File: src/rtl/infrared_pkg.sv
// Shared NEC infrared definitions: transmitter state encoding and protocol durations
// in 562.5 us units, reused by the receiver for its tolerance windows.
package infrared_pkg;

   typedef enum logic [2:0] {
      IDLE,
      LEAD_MARK,
      LEAD_SPACE,
      REP_SPACE,
      BIT_MARK,
      BIT_SPACE,
      STOP_MARK
   } ir_tx_state_t;

   localparam int unsigned LEAD_MARK_U  = 16;
   localparam int unsigned LEAD_SPACE_U = 8;
   localparam int unsigned REP_SPACE_U  = 4;
   localparam int unsigned BIT_MARK_U   = 1;
   localparam int unsigned ZERO_SPACE_U = 1;
   localparam int unsigned ONE_SPACE_U  = 3;
   localparam int unsigned STOP_MARK_U  = 1;

   // Length of a state in units; a bit space depends on the bit being sent.
   function automatic logic [4:0] state_units(input ir_tx_state_t st, input logic bit_val);
      state_units = 5'd1;
      case (st)
         LEAD_MARK:  state_units = 5'(LEAD_MARK_U);
         LEAD_SPACE: state_units = 5'(LEAD_SPACE_U);
         REP_SPACE:  state_units = 5'(REP_SPACE_U);
         BIT_MARK:   state_units = 5'(BIT_MARK_U);
         BIT_SPACE:  state_units = bit_val ? 5'(ONE_SPACE_U) : 5'(ZERO_SPACE_U);
         STOP_MARK:  state_units = 5'(STOP_MARK_U);
         default:    state_units = 5'd1;
      endcase
   endfunction

   function automatic logic is_mark(input ir_tx_state_t st);
      is_mark = (st == LEAD_MARK) || (st == BIT_MARK) || (st == STOP_MARK);
   endfunction

endpackage

File: src/rtl/ir_carrier_gen.sv
// Carrier phase counter. CARRIER is the level for the coming cycle so the caller can
// register it with its own next-state; SYNC makes the coming cycle phase 0 (carrier high).
module ir_carrier_gen #(
   parameter int CARR_PERIOD = 1315,
   parameter int CARR_HIGH   = 438
) (
   input  logic CLK,
   input  logic RST_N,
   input  logic SYNC,
   output logic CARRIER
);
   localparam int PW = (CARR_PERIOD > 1) ? $clog2(CARR_PERIOD) : 1;

   logic [PW-1:0] phase_q;
   logic [PW-1:0] phase_d;

   always_comb begin
      phase_d = phase_q + PW'(1);
      if (SYNC || (phase_q == PW'(CARR_PERIOD - 1))) begin
         phase_d = '0;
      end
      CARRIER = (phase_d < PW'(CARR_HIGH));
   end

   always_ff @(posedge CLK or negedge RST_N) begin
      if (!RST_N) begin
         phase_q <= '0;
      end else begin
         phase_q <= phase_d;
      end
   end

endmodule

File: src/rtl/infrared_tx.sv
// NEC infrared transmitter: sends a 32-bit word (LSB first) or a repeat code as a mark/space
// envelope plus carrier-modulated LED drive. Outputs registered; START taken only while idle.
module infrared_tx
   import infrared_pkg::*;
#(
   parameter int CLK_MHZ     = 50,
   parameter int CARRIER_KHZ = 38,
   parameter int UNIT        = CLK_MHZ * 5625 / 10
) (
   input  logic        CLK,
   input  logic        RST_N,
   input  logic [31:0] DATA,
   input  logic        START,
   input  logic        REPEAT,
   output logic        BUSY,
   output logic        DONE,
   output logic        ENVELOPE,
   output logic        IR_OUT
);
   localparam int CARR_PERIOD = CLK_MHZ * 1000 / CARRIER_KHZ;
   localparam int CARR_HIGH   = CARR_PERIOD / 3;
   localparam int CYC_W       = (UNIT > 1) ? $clog2(UNIT) : 1;

   ir_tx_state_t     state_q;
   logic [CYC_W-1:0] cyc_q;
   logic [4:0]       unit_q;
   logic [4:0]       bit_q;
   logic [31:0]      shreg_q;
   logic             rep_q;
   logic             busy_q;
   logic             done_q;
   logic             env_q;
   logic             ir_q;

   logic unit_end;
   logic state_end;
   logic mark_entry;
   logic env_d;
   logic carrier;

   // Mark entries restart the carrier so every mark begins on a high carrier cycle.
   always_comb begin
      unit_end   = (cyc_q == CYC_W'(UNIT - 1));
      state_end  = (state_q != IDLE) && unit_end &&
                   (unit_q == state_units(state_q, shreg_q[0]) - 5'd1);
      mark_entry = ((state_q == IDLE) && START) ||
                   (state_end && ((state_q == LEAD_SPACE) || (state_q == REP_SPACE) ||
                                  (state_q == BIT_SPACE)));
      env_d      = mark_entry || (is_mark(state_q) && !state_end);
   end

   ir_carrier_gen #(
      .CARR_PERIOD (CARR_PERIOD),
      .CARR_HIGH   (CARR_HIGH)
   ) u_carrier (
      .CLK     (CLK),
      .RST_N   (RST_N),
      .SYNC    (mark_entry),
      .CARRIER (carrier)
   );

   always_ff @(posedge CLK or negedge RST_N) begin
      if (!RST_N) begin
         state_q <= IDLE;
         cyc_q   <= '0;
         unit_q  <= '0;
         bit_q   <= '0;
         shreg_q <= '0;
         rep_q   <= 1'b0;
         busy_q  <= 1'b0;
         done_q  <= 1'b0;
         env_q   <= 1'b0;
         ir_q    <= 1'b0;
      end else begin
         done_q <= 1'b0;
         env_q  <= env_d;
         ir_q   <= env_d & carrier;
         if (state_q == IDLE) begin
            cyc_q  <= '0;
            unit_q <= '0;
            if (START) begin
               state_q <= LEAD_MARK;
               shreg_q <= DATA;
               rep_q   <= REPEAT;
               bit_q   <= '0;
               busy_q  <= 1'b1;
            end
         end else if (unit_end) begin
            cyc_q  <= '0;
            unit_q <= state_end ? 5'd0 : unit_q + 5'd1;
            if (state_end) begin
               case (state_q)
                  LEAD_MARK:  state_q <= rep_q ? REP_SPACE : LEAD_SPACE;
                  LEAD_SPACE: state_q <= BIT_MARK;
                  REP_SPACE:  state_q <= STOP_MARK;
                  BIT_MARK:   state_q <= BIT_SPACE;
                  BIT_SPACE: begin
                     shreg_q <= shreg_q >> 1;
                     bit_q   <= bit_q + 5'd1;
                     state_q <= (bit_q == 5'd31) ? STOP_MARK : BIT_MARK;
                  end
                  default: begin
                     state_q <= IDLE;
                     busy_q  <= 1'b0;
                     done_q  <= 1'b1;
                  end
               endcase
            end
         end else begin
            cyc_q <= cyc_q + CYC_W'(1);
         end
      end
   end

   assign BUSY     = busy_q;
   assign DONE     = done_q;
   assign ENVELOPE = env_q;
   assign IR_OUT   = ir_q;

endmodule
File: config.mk
export PLATFORM = sky130hd
export DESIGN_NAME = infrared_tx
export DESIGN_NICKNAME = d
export VERILOG_FILES = /design/src/rtl/infrared_pkg.sv /design/src/rtl/ir_carrier_gen.sv /design/src/rtl/infrared_tx.sv
export SDC_FILE = /design/constraint.sdc
export NUM_CORES = 1
export LEC_CHECK = 0
export ABC_AREA = 1
export BUFFER_PORTS_ARGS = -buffer_cell sky130_fd_sc_hd__buf_4
export CORE_MARGIN = 2
export CORE_UTILIZATION = 50
export CTS_CLUSTER_SIZE = 10
export DETAILED_ROUTE_END_ITERATION = 6
export GPL_TIMING_DRIVEN = 0
export PLACE_DENSITY = 0.72
export SLEW_MARGIN = 20
export SYNTH_ARGS = -nofsm -noshare
export SYNTH_HDL_FRONTEND = slang
export SYNTH_SLANG_ARGS = --single-unit
File: constraint.sdc
create_clock -name CLK -period 3.4 [get_ports CLK]
set_input_delay 0.68 -clock CLK [delete_from_list [all_inputs] [get_ports CLK]]
set_output_delay 0.68 -clock CLK [all_outputs]
set_load 0.02 [all_outputs]
==> flow_summary.toml <==
[outcome]
status = "complete, no violations"

[final_layout]
nets = 583
num-fill-cells = 720
drive_gt1_frac = 0.1379
regArea_mm2 = 0.001902
utilization = 0.5921
design_area_mm2 = 0.004504
n_antenna_cell = 0
multi_input_area_mm2 = 0.001699
synthToLayoutAreaGrowth_pct = 16.02

[power]
seqPwrFrac = 0.549
switchingPower_mw = 0.3554
p_clk_frac = 0.423
p_total_mw = 1.645
p_int_mw = 1.290
power_density_mw_per_mm2 = 365.3
peakVddDrop_uv = 215.9
power_switching_share = 0.2160
p_leak_nw = 2.158
combinationalPowerShare = 0.029

[die]
core_mm2 = 0.007607
die_y_um = 92.12
die_x_um = 92.12
io_pins = 40
dieArea_mm2 = 0.008486
initial_core_util = 0.5104
rows = 32

[route]
postRouteAntennaNets = 0
wire_per_inst_um = 11.99
route.vias.total = 3366
drc = 0
routed_via_density = 5.211
drt_iter0_markers = 159
wl_um = 7747
first_pass_iters = 4

[sta]
rsz0062_at_grt = "no"
slew_headroom = 0.3753
max_clock_freq_ghz = 0.3294
setup_tns_ps = 0
final_hold_viol_count = 0
drv_slew = 0
final.setup.worst_slack_ps = 364.3
skew_ps = 5.963
setup_viol = 0
period_share = 0.8928
period_needed_ps = 3036
tightestPinTransition_ps = 937.0

[critical_path]
cpPeakStageDelay_ps = 470
cp_slowest_cell = "dfrtp_1"
crit_top_cell = "nand2_1"
start_kind = "flip-flop"
end_kind = "flip-flop"
worst_ep_required_time_ps = 3610
crit_chain = "inv_2 -> nand2_1 -> nor2_1 -> nand2_1 -> ha_1 -> inv_1 -> nand2_1 -> nand2_1 -> nand2_1 -> nand2_1 -> nand2_1 -> nor2_2 -> nand3_2 -> nand2_4 -> o21ai_2 -> inv_2 -> buf_6 -> buf_2 -> a31oi_1"
worstSetupPathType = "flip-flop to flip-flop"
critPathArrivalTime_ps = 3250
reg2reg_slack_ps = 360
crit_fanout = 10

[place]
dpl_cell_area_mm2 = 0.004303
placement.io_buffers = 39
place_congestion = 0.8104
pre_cts_ws_ps = 407.0
post-dp-hpwl_um = 5589

[synth]
synthFlopType = "dfrtp_1"
synthTopCellsByCount = "nand2_1, dfrtp_1, nor2_1"
syn_inst = 489
yosysWarnings = 0
seq_area_frac_synth = 0.4898
ys_async_sr_fraction = 1.000
syn_nets = 533
synth_top_cell_area_share = 0.4898
avgSynthCellArea_um2 = 7.940
synth.most_common_cell = "nand2_1"
ys_ff_latch = 76
syn-cell-area_mm2 = 0.003882
synth_cell_type_count = 33
synth_edf_count = 0
synthTopCellsByArea = "dfrtp_1, nand2_1, nor2_1"
synth_top_cell_by_area = "dfrtp_1"

[cts]
htree_num_levels = 3
cts_buffers = 9
cts_hold_buf = 0
cts_buffer_depth = 2
root_buffer = "clkbuf_8"
cts_tree = "built"
clock-sinks = 76
post_cts_buffers = 0
clk_pin_slew_ps = 80
clk_latency_ps = 340
cts_resized = 0

[global_route]
grt_pass1_vias = 3181
grt_overflow = 0
grt_max_degree = 77
grt_pass1_wl_um = 13860
track_usage = 0.2010
antenna_found_initial = 0

[hold_path]
worst_hold_path_type = "input pin to async pin"

[job]
max_cap_violations = 0
-- logic make-up (layout without fill, tap and decap cells) --
| group | after synthesis | after routing | synth area share |
|---|---|---|---|
| buffers and inverters | 67 | 122 | 0.07251 |
| xor gates and xnor gates | 11 | 11 | 0.02482 |
| AOI/OAI and AO/OA | 71 | 71 | 0.1141 |
| and+or+nand+nor | 256 | 256 | 0.2730 |
| adders and majority gates | 8 | 8 | 0.02578 |
| DFF | 76 | 76 | 0.4898 |
-- area by class of cell --
class,count,share of cell area
well taps,102,0.02833
clock inverters,5,0.01333
plain buffers,16,0.02000
clock buffers,11,0.03139
multi-input cells,346,0.3772
inverters,51,0.04250
repair buffers,39,0.06500
flip-flops and latches,76,0.4222
-- sequential cells by signal, indices dropped and copies added, names as in the netlist --
signal             count
ENVELOPE               1
state_q                3
IR_OUT                 1
u_carrier.phase_q     11
BUSY                   1
unit_q                 5
bit_q                  5
shreg_q               32
rep_q                  1
DONE                   1
cyc_q                 15
-- power by group through the flow --
stage	registers [mW]	clock network [mW]	logic, mW
after global placement	0.921	0	0.0489
after CTS	0.903	0.716	0.0489
after detailed placement	0.921	0	0.0490
final	0.903	0.695	0.0471
after floorplan	0.921	0	0.0000156
after global routing	0.903	0.751	0.0537
-- cell usage in the layout (no fill, tap or decap), types with 2 or more instances in the layout --
master / count
nor2_2: 3
clkbuf_1: 8
xnor2_1: 3
inv_1: 47
a21oi_1: 10
buf_2: 6
clkbuf_8: 10
a211oi_1: 2
ha_1: 8
xor2_1: 8
nand2_1: 130
buf_4: 39
nor3_1: 13
nor2_1: 72
o21ai_0: 11
buf_6: 3
nand3_1: 25
inv_2: 4
o22ai_1: 3
nand4_1: 5
dfrtp_1: 76
nor4_1: 3
a32o_1: 3
o21ai_2: 2
a31oi_1: 35
-- routing by layer --
layer,share of wire,track usage
met2,0.45,0.3137
met3,0.039,0.04766
met1,0.49,0.2742
met4,0.015,0.07463
met5,0,0
-- worst paths after layout --
check / from / endpoint / depth (start not counted)
worst max register to register: state_q[1] / shreg_q[12] / 19
worst min-delay path: RST_N / shreg_q[27] / 1
worst max-delay path: state_q[1] / shreg_q[12] / 19
max in group asynchronous: RST_N / bit_q[0] / 1
worst min register to register: bit_q[2] / bit_q[2] / 1
min in group CLK: bit_q[2] / bit_q[2] / 1
-- critical path: cells and delay by family (launching register included) --
kind | cells | cell delay [ps]
AOI/OAI and AO/OA | 2 | 240
adders and majority gates | 1 | 270
buffers and inverters | 5 | 690
DFF | 1 | 470
and+or+nand+nor | 11 | 1200
-- stage by stage --
step	hold slack, ps	cells
finish	459.4	646
global route	503.1	646
CTS	484.9	646
detailed placement	473.7	630
global placement	464.5	630
floorplan	384.4	489
Power figures use the tool's default switching activity.
